`config.mk`:
```
export PLATFORM = sky130hd
export DESIGN_NAME = output_uart_tx
export DESIGN_NICKNAME = d
export VERILOG_FILES = /design/src/rtl/output_uart_tx.sv
export SDC_FILE = /design/constraint.sdc
export NUM_CORES = 1
export LEC_CHECK = 0
export CAP_MARGIN = 15
export CORE_AREA = 2 2 63 125
export CTS_BUF_LIST = sky130_fd_sc_hd__clkbuf_8
export CTS_CLUSTER_DIAMETER = 50
export DETAILED_ROUTE_END_ITERATION = 8
export DIE_AREA = 0 0 65 127
export DONT_BUFFER_PORTS = 1
export GPL_TIMING_DRIVEN = 0
export REMOVE_ABC_BUFFERS = 1
export SYNTH_ARGS = -nofsm -noshare
export SYNTH_HDL_FRONTEND = slang
export SYNTH_SLANG_ARGS = --single-unit
```
`constraint.sdc`:
```
create_clock -name clk -period 2.75 [get_ports clk]
set_clock_uncertainty 0.2 [all_clocks]
set_input_delay 0.275 -clock clk [delete_from_list [all_inputs] [get_ports clk]]
set_output_delay 0.275 -clock clk [all_outputs]
set_load 0.03 [all_outputs]
```
`src/rtl/output_uart_tx.sv`:
```
// ---------------------------------------------------------------------------
// output_uart_tx
// Byte-wide CPU output port that serialises bytes onto a UART line (8N1,
// LSB first, idle high). Writes are buffered in a 4-entry FIFO so the CPU
// can issue several OUT instructions without waiting for the line.
//
// Ports
//   clk        : single clock, rising edge
//   reset      : asynchronous, active-high reset
//   data_in    : byte to send, sampled when tx_en is high
//   tx_en      : one-cycle write strobe
//   tx         : registered serial output
//   busy       : frame in progress or bytes still queued
//   fifo_count : bytes queued but not yet started (0..4)
//   overflow   : sticky, a byte was dropped because the FIFO was full
// ---------------------------------------------------------------------------
module output_uart_tx #(
  parameter int CLKS_PER_BIT = 104
) (
  input  logic       clk,
  input  logic       reset,
  input  logic [7:0] data_in,
  input  logic       tx_en,
  output logic       tx,
  output logic       busy,
  output logic [2:0] fifo_count,
  output logic       overflow
);

  localparam int DATA_W = 8;
  localparam int BAUD_W = (CLKS_PER_BIT > 1) ? $clog2(CLKS_PER_BIT) : 1;
  localparam logic [BAUD_W-1:0] BAUD_MAX = BAUD_W'(CLKS_PER_BIT - 1);

  typedef enum logic [1:0] {IDLE, START, DATA, STOP} state_t;

  state_t              state, state_n;
  logic [BAUD_W-1:0]   baud, baud_n;
  logic [2:0]          bit_idx, bit_idx_n;
  logic [2:0]          bit_idx_inc;
  logic                tx_q, tx_n;
  logic [DATA_W-1:0]   shreg;
  logic [DATA_W-1:0]   mem [4];
  logic [1:0]          wr_ptr, rd_ptr;
  logic [2:0]          count;
  logic                overflow_q;
  logic                pop, push, baud_end;

  assign baud_end    = (baud == BAUD_MAX);
  assign bit_idx_inc = bit_idx + 3'd1;

  // A full FIFO can still accept when the head leaves on the same edge.
  assign push = tx_en && ((count != 3'd4) || pop);

  // Next-state and next-line-level logic; tx_n is the level the line takes
  // after the edge, so the output stays a plain flop.
  always_comb begin
    state_n   = state;
    baud_n    = baud;
    bit_idx_n = bit_idx;
    tx_n      = tx_q;
    pop       = 1'b0;
    case (state)
      IDLE: begin
        tx_n = 1'b1;
        if (count != 3'd0) begin
          pop     = 1'b1;
          state_n = START;
          baud_n  = '0;
          tx_n    = 1'b0;
        end
      end
      START: begin
        if (baud_end) begin
          state_n   = DATA;
          baud_n    = '0;
          bit_idx_n = 3'd0;
          tx_n      = shreg[0];
        end else begin
          baud_n = baud + 1'b1;
        end
      end
      DATA: begin
        if (baud_end) begin
          baud_n = '0;
          if (bit_idx == 3'd7) begin
            state_n = STOP;
            tx_n    = 1'b1;
          end else begin
            bit_idx_n = bit_idx_inc;
            tx_n      = shreg[bit_idx_inc];
          end
        end else begin
          baud_n = baud + 1'b1;
        end
      end
      STOP: begin
        if (baud_end) begin
          baud_n = '0;
          // Chain straight into the next start bit when more data waits.
          if (count != 3'd0) begin
            pop     = 1'b1;
            state_n = START;
            tx_n    = 1'b0;
          end else begin
            state_n = IDLE;
            tx_n    = 1'b1;
          end
        end else begin
          baud_n = baud + 1'b1;
        end
      end
      default: begin
        state_n = IDLE;
        tx_n    = 1'b1;
      end
    endcase
  end

  // Control registers
  always_ff @(posedge clk or posedge reset) begin
    if (reset) begin
      state      <= IDLE;
      baud       <= '0;
      bit_idx    <= 3'd0;
      tx_q       <= 1'b1;
      wr_ptr     <= 2'd0;
      rd_ptr     <= 2'd0;
      count      <= 3'd0;
      overflow_q <= 1'b0;
    end else begin
      state   <= state_n;
      baud    <= baud_n;
      bit_idx <= bit_idx_n;
      tx_q    <= tx_n;
      if (push) wr_ptr <= wr_ptr + 2'd1;
      if (pop)  rd_ptr <= rd_ptr + 2'd1;
      case ({push, pop})
        2'b10:   count <= count + 3'd1;
        2'b01:   count <= count - 3'd1;
        default: count <= count;
      endcase
      if (tx_en && !push) overflow_q <= 1'b1;
    end
  end

  // Data storage: FIFO entries and the frame shift register need no reset.
  always_ff @(posedge clk) begin
    if (push) mem[wr_ptr] <= data_in;
    if (pop)  shreg <= mem[rd_ptr];
  end

  assign tx         = tx_q;
  assign busy       = (state != IDLE) || (count != 3'd0);
  assign fifo_count = count;
  assign overflow   = overflow_q;

endmodule

```
# [Word level (Yosys, flattened, before mapping)]
# Memory sizes are Yosys's and may differ from the RTL's. A register that Yosys moved wholly into a read port is not among the register bits.
# Cells that the tools add are included.
[totals] wordCells=72 n_memories=1 input_bits=11 ram_bits=32 reg_bits=21
[classes] reduce_logical=14 addsub=6 n_lt_le_gt_ge=1 n_eq_ne=14 muxes=28
[mem_list] memory="mem" words=4 word_bits=8 read_ports=1 rd_clocked_by_memory_dff=1 wr=1 line_no="42" rtl="logic [DATA_W-1:0] mem [4];"
[ops] cell="$mux W7" count=2
[ops] cell="$pmux W7 S2" count=1
[ops] cell="$ne A2 B2 Y1 const B" count=6
[ops] cell="$pmux W3 S2" count=2
[ops] cell="$mux W1" count=11
[ops] cell="$mux W2" count=5
[ops] cell="$mux W3" count=3
[ops] cell="$pmux W2 S4" count=1
[ops] cell="$add A7 B1 Y7 const B" count=1
[ops] cell="$eq A7 B7 Y1 const B" count=1
[ops] cell="$add A3 B1 Y3 const B" count=2
[ops] cell="$eq A2 B2 Y1 const B" count=3
[ops] cell="$reduce_bool A2 Y1" count=3
[ops] cell="$reduce_and A5 Y1" count=1
[ops] cell="$add A2 B1 Y2 const B" count=2
[ops] cell="$eq A2 B1 Y1 const B" count=2
[ops] cell="$lt A3 B4 Y1 const B" count=1
[ops] cell="$pmux W1 S4" count=1
[ops] cell="$reduce_and A4 Y1" count=1
[ops] cell="$bmux W1 S3" count=1
[ops] cell="$eq A3 B3 Y1 const B" count=1
[ops] cell="$ne A3 B3 Y1 const B" count=1
[ops] cell="$reduce_and A3 Y1" count=1
[ops] cell="$reduce_bool A3 Y1" count=1
[ops] cell="other kinds (7)" count=9

# [Logic depth before layout (Yosys ltp)]
[logic_depth] ltp_word=8 ltp_mapped=11 mapped_depth_nobuf=10

# [Worst setup path after synthesis]
# OpenSTA, ideal clock, no wires.
[synth_timing] path_kind="reg2reg" startpoint="register baud[0]" endpoint="register count[1] (netlist: fifo_count[1])" t_arrival_ns=2.133 path_slack_ns=0.296 stages_incl_launch_ff=10 n_path_buf=1 required_time_ns=2.428 period_less_slack_ns=2.454 setup_time_ns=0.122 cell_sequence="dfrtp_1 -> ha_1 -> and3_1 -> buf_4 -> a31oi_2 -> nor3_4 -> nand2b_2 -> inv_2 -> fa_1 -> a32o_1"
[synth_via] elab_chain_len=7
[synth_lines] element="start: declaration" line_no="37" rtl="logic [BAUD_W-1:0] baud, baud_n;"
[synth_lines] element="start signal: assignment" line_no="132" rtl="baud <= baud_n;"
[synth_lines] element="$eq A7 B7 Y1 (*)" line_no="48" rtl="assign baud_end = (baud == BAUD_MAX);"
[synth_lines] element="$mux W1 (*)" line_no="97" rtl="if (baud_end) begin"
[synth_lines] element="$pmux W1 S2 (*)" line_no="62" rtl="case (state)"
[synth_lines] element="net pop" line_no="46" rtl="logic pop, push, baud_end;"
[synth_lines] element="$logic_or A1 B1 Y1" line_no="52" rtl="assign push = tx_en && ((count != 3'd4) || pop);"
[synth_lines] element="$logic_and A1 B1 Y1" line_no="52"
[synth_lines] element="$eq A2 B1 Y1 or $eq A2 B2 Y1 (tied branches)" line_no="137" rtl="case ({push, pop})"
[synth_lines] element="$pmux W3 S2 or $reduce_bool A2 Y1 (tied branches)"
[synth_lines] element="end signal: assignment" line_no="138" rtl="2'b10: count <= count + 3'd1;"
[synth_lines] element="end signal: assignment" line_no="139" rtl="2'b01: count <= count - 3'd1;"
[synth_lines] element="end signal: assignment" line_no="140" rtl="default: count <= count;"
[synth_lines] element="end: declaration" line_no="44" rtl="logic [2:0] count;"
# The timed path passes the listed nets; every way through them passes the cells marked *.
# A chain may end at the register's enable or synchronous reset.

# [Worst setup path after layout]
[layout_timing] startpoint="register baud[0]" endpoint="register count[2] (netlist: fifo_count[2])"
# The elaborated chain is that of the path after synthesis.

==> results.md <==
Status:
- The run finished with clean final reports.

Clock network:
- In this run the clock root is driven by a sky130_fd_sc_hd__clkbuf_8.
- TritonCTS built the clock tree.
- The buffer levels on the longest clock path is 2.
- The number of buffers created by CTS is 9.
- Post-CTS repair changed the size of 0 cells.
- The clock transition at the registers of the reported paths is 70 ps.
- The H-tree was split into 3 levels.
- The clock reaches the later pin of the worst-skew pair after 340 ps.
- The clock sink count is 61.

Worst setup path:
- Walking the worst path, the cells encountered are ha_1, and3_1, a31oi_2, nor3_4, buf_4, nand2b_2, inv_2, fa_1, nand3_1, a2bb2oi_1, xnor2_1.
- Across all register-to-register paths, the minimum setup slack is 140 ps.
- The family with the most delay on the worst path is adder cells.
- On the worst path, the slowest cell contributes a delay of 400 ps.
- On the critical path, the stage with the largest delay is an instance of sky130_fd_sc_hd__dfrtp_1.
- The critical path runs through a total of 11 cells.
- The depth of the worst register-to-register path is 11.
- The critical path contains buffers and inverters numbering 2 combined.
- In this run the worst path has a maximum fanout of 6.
- The category of the most critical setup path is register to register.
- For the worst setup path, the data arrival time is 2670 ps.
- At the worst endpoint, the required time is 2810 ps.
- The startpoint type of the worst setup path is a register.
- STA classifies the critical path endpoint as a register.

Hold path:
- Counting instances, the worst hold path has a depth of 2.
- In this run the worst hold path is classified as primary input to register.

Timing:
- The number of setup violations in the final report is 0.
- The maximum clock rate is 384 MHz.
- The final critical-path share of the clock period is 0.947.
- The final-layout setup total negative slack is 0 ps.
- The final-report hold violation count was 0.
- The time the worst path needs with I/O delays and setup is 2610 ps.
- The number of max-slew violations in the final report was 0.
- The slew at the pin closest to its max-slew limit is 836 ps.
- Setup repair after global routing left no endpoint under its margin.
- Measured against its own limit, the worst slew margin works out to 0.442.

Logic synthesis:
- The total number of yosys warnings is 0.
- The sequential fraction of the synthesis area is 0.622.
- The number of register bits inferred by synthesis is 61.
- The combined area of all synthesized cells is 2780 um^2.
- The async set-or-reset flop fraction in the synthesized netlist is 0.344.
- The number of different library cells used by synthesis comes to 46.
- For this run, the leading register cell type out of synthesis is sky130_fd_sc_hd__edfxtp_1.
- In this run, synthesis inferred 40 flip-flops with an integrated enable.
- The synthesized area divided by synthesized cell count is 14.7 um^2.
- The post-synthesis cell count is 189.

Placement:
- The number of port buffers is 0.
- The post-DP HPWL is 3280 um.
- The congestion estimate from routability-driven global placement came to 0.770.

Global route:
- The number of antenna violations at the first check in global routing is 0.
- In the global route stage, overall resource usage came out at 0.133.
- The first global-routing pass estimated 7940 um of wire.
- Entering global routing, the biggest net connects 22 pins.
- The number of global-route vias before repair is 1658.
- Summed over all layers, the global routing overflow is 0.

Routing:
- The detailed router's first-iteration violation count is 88.
- The total routed wirelength is 4690 um.
- The final routed DRC violation total is 0.
- For this run, the detailed router's first-pass iteration total came to 4.
- The routed layout has 1518 vias.
- The count of nets left with antenna violations once routing finished came out at 0.
- The wire length per cell is 15.6 um.
- The per-cell via count in the routed design is 5.04.

Job:
- Across the run, the number of max-cap violations was 0.

Die:
- The core region is 7210 um^2.
- The floorplan step set the die height to 127 um.
- The die covers 8260 um^2.
- 17 I/O pins were placed.
- For this configuration, the core starts out at a cell density of 0.385.
- The chip width is 65 um.
- The floorplan has 44 rows.

Power:
- The standby leakage power is 1.17 nW.
- The worst-case vdd ir drop is 0.414 mV.
- In this run the power density over the cells is 1010 nW/um^2.
- The overall power of the completed layout is 3.18 mW.

Final layout:
- Leaving out fill and tap cells, the most frequent cell in the layout is sky130_fd_sc_hd__edfxtp_1.
- In the final layout, the share of cells above drive strength 1 is 0.187.
- The post-synthesis to final-layout area growth is 12.9%.
- The library cells used most frequently in the layout, excluding fill and tap cells, are sky130_fd_sc_hd__edfxtp_1 (40), sky130_fd_sc_hd__dfrtp_1 (20), sky130_fd_sc_hd__ha_1 (12).
- The number of nets in the layout is 228.
- The repair_antennas step left the layout with diodes totalling 0.
- Fill cells in the final layout number 666.
power breakdown:
| group | total, mW | switching, mW | internal (mW) | leakage (nW) |
|---|---|---|---|---|
| Combinational | 0.943 | 0.487 | 0.456 | 0.464 |
| Clock | 0.676 | 0.357 | 0.319 | 0.0824 |
| Sequential | 1.56 | 0.282 | 1.28 | 0.628 |
worst paths after layout:
kind / from / end
min in group asynchronous: reset / bit_idx[2]$_DFFE_PP0P_
worst min register to register: baud[1]$_DFFE_PP0P_ / baud[1]$_DFFE_PP0P_
max in group asynchronous: reset / baud[5]$_DFFE_PP0P_
worst max register to register: baud[0]$_DFFE_PP0P_ / fifo_count[2]$_DFFE_PP0P_
worst max-delay path: baud[0]$_DFFE_PP0P_ / fifo_count[2]$_DFFE_PP0P_
worst min-delay path: tx_en / fifo_count[1]$_DFFE_PP0P_
repair_timing:
action                                 CTS  global route
setup endpoints to repair               34             0
hold buffers                            10             0
endpoints found under the hold margin   56             0
buffers inserted                         2             0
registers in the layout (all words and copies together) (netlist names), 2 cells and up:
| register | cells |
|---|---|
| baud | 7 |
| rd_ptr | 2 |
| fifo_count | 3 |
| shreg | 8 |
| mem | 32 |
| wr_ptr | 2 |
| state | 2 |
| bit_idx | 3 |
cell families after synthesis:
| family | after synthesis | share of synthesized area |
|---|---|---|
| mux | 13 | 0.0891 |
| fa+ha+maj | 13 | 0.0612 |
| compound gates | 37 | 0.0986 |
| flops | 61 | 0.622 |
| buf+inv | 18 | 0.0270 |
| xor+xnor | 5 | 0.0158 |
| simple gates | 42 | 0.0869 |
metrics by stage:
stage               area, um^2  setup WS (ps)  cells  utilization  hold WS [ps]
detailed placement        2860           -280    273        0.396           174
global route              3140           2.79    301        0.435          41.0
CTS                       3140            125    301        0.435          25.6
global placement          2860           -193    273        0.396           174
floorplan                 2740            295    181            -          50.8
finish                    3140            145    301        0.435          51.3
Yosys cell counts (4+ instances only):
| master | n | area share |
|---|---|---|
| sky130_fd_sc_hd__a21oi_1 | 4 | 0.0072 |
| sky130_fd_sc_hd__a22o_1 | 6 | 0.019 |
| sky130_fd_sc_hd__and2_1 | 5 | 0.011 |
| sky130_fd_sc_hd__dfrtp_1 | 20 | 0.18 |
| sky130_fd_sc_hd__edfxtp_1 | 40 | 0.43 |
| sky130_fd_sc_hd__ha_1 | 12 | 0.054 |
| sky130_fd_sc_hd__inv_1 | 9 | 0.012 |
| sky130_fd_sc_hd__mux4_2 | 9 | 0.073 |
| sky130_fd_sc_hd__nand2_1 | 10 | 0.014 |
| sky130_fd_sc_hd__nand3_1 | 6 | 0.011 |
| sky130_fd_sc_hd__nor2_1 | 6 | 0.0081 |
| sky130_fd_sc_hd__o21ai_0 | 7 | 0.013 |
| sky130_fd_sc_hd__o22ai_1 | 4 | 0.0090 |
area by class of cell:
class                           instances  area, um^2  share of cell area
Multi-Input combinational cell        110         977               0.311
Clock inverter                          7        42.5              0.0136
Tap cell                               92         115              0.0367
Inverter                               10        37.5              0.0120
Clock buffer                            9         124              0.0395
Sequential cell                        61        1730               0.550
Timing Repair Buffer                   12         115              0.0367
worst register-to-register path: stages (launching register included):
cell,delay (ps)
sky130_fd_sc_hd__dfrtp_1,400
sky130_fd_sc_hd__ha_1,250
sky130_fd_sc_hd__and3_1,270
sky130_fd_sc_hd__a31oi_2,250
sky130_fd_sc_hd__nor3_4,80
sky130_fd_sc_hd__buf_4,170
sky130_fd_sc_hd__nand2b_2,80
sky130_fd_sc_hd__inv_2,50
sky130_fd_sc_hd__fa_1,370
sky130_fd_sc_hd__nand3_1,80
sky130_fd_sc_hd__a2bb2oi_1,200
sky130_fd_sc_hd__xnor2_1,130
metal layers:
layer,track usage,up-vias,part of all wire
met3,0.0431,7,0.032
li1,-,740,-
met1,0.131,746,0.38
met2,0.231,25,0.57
met4,0.0901,0,0.020
met5,0,-,0
Note: power is estimated with default switching activity, not from simulation.
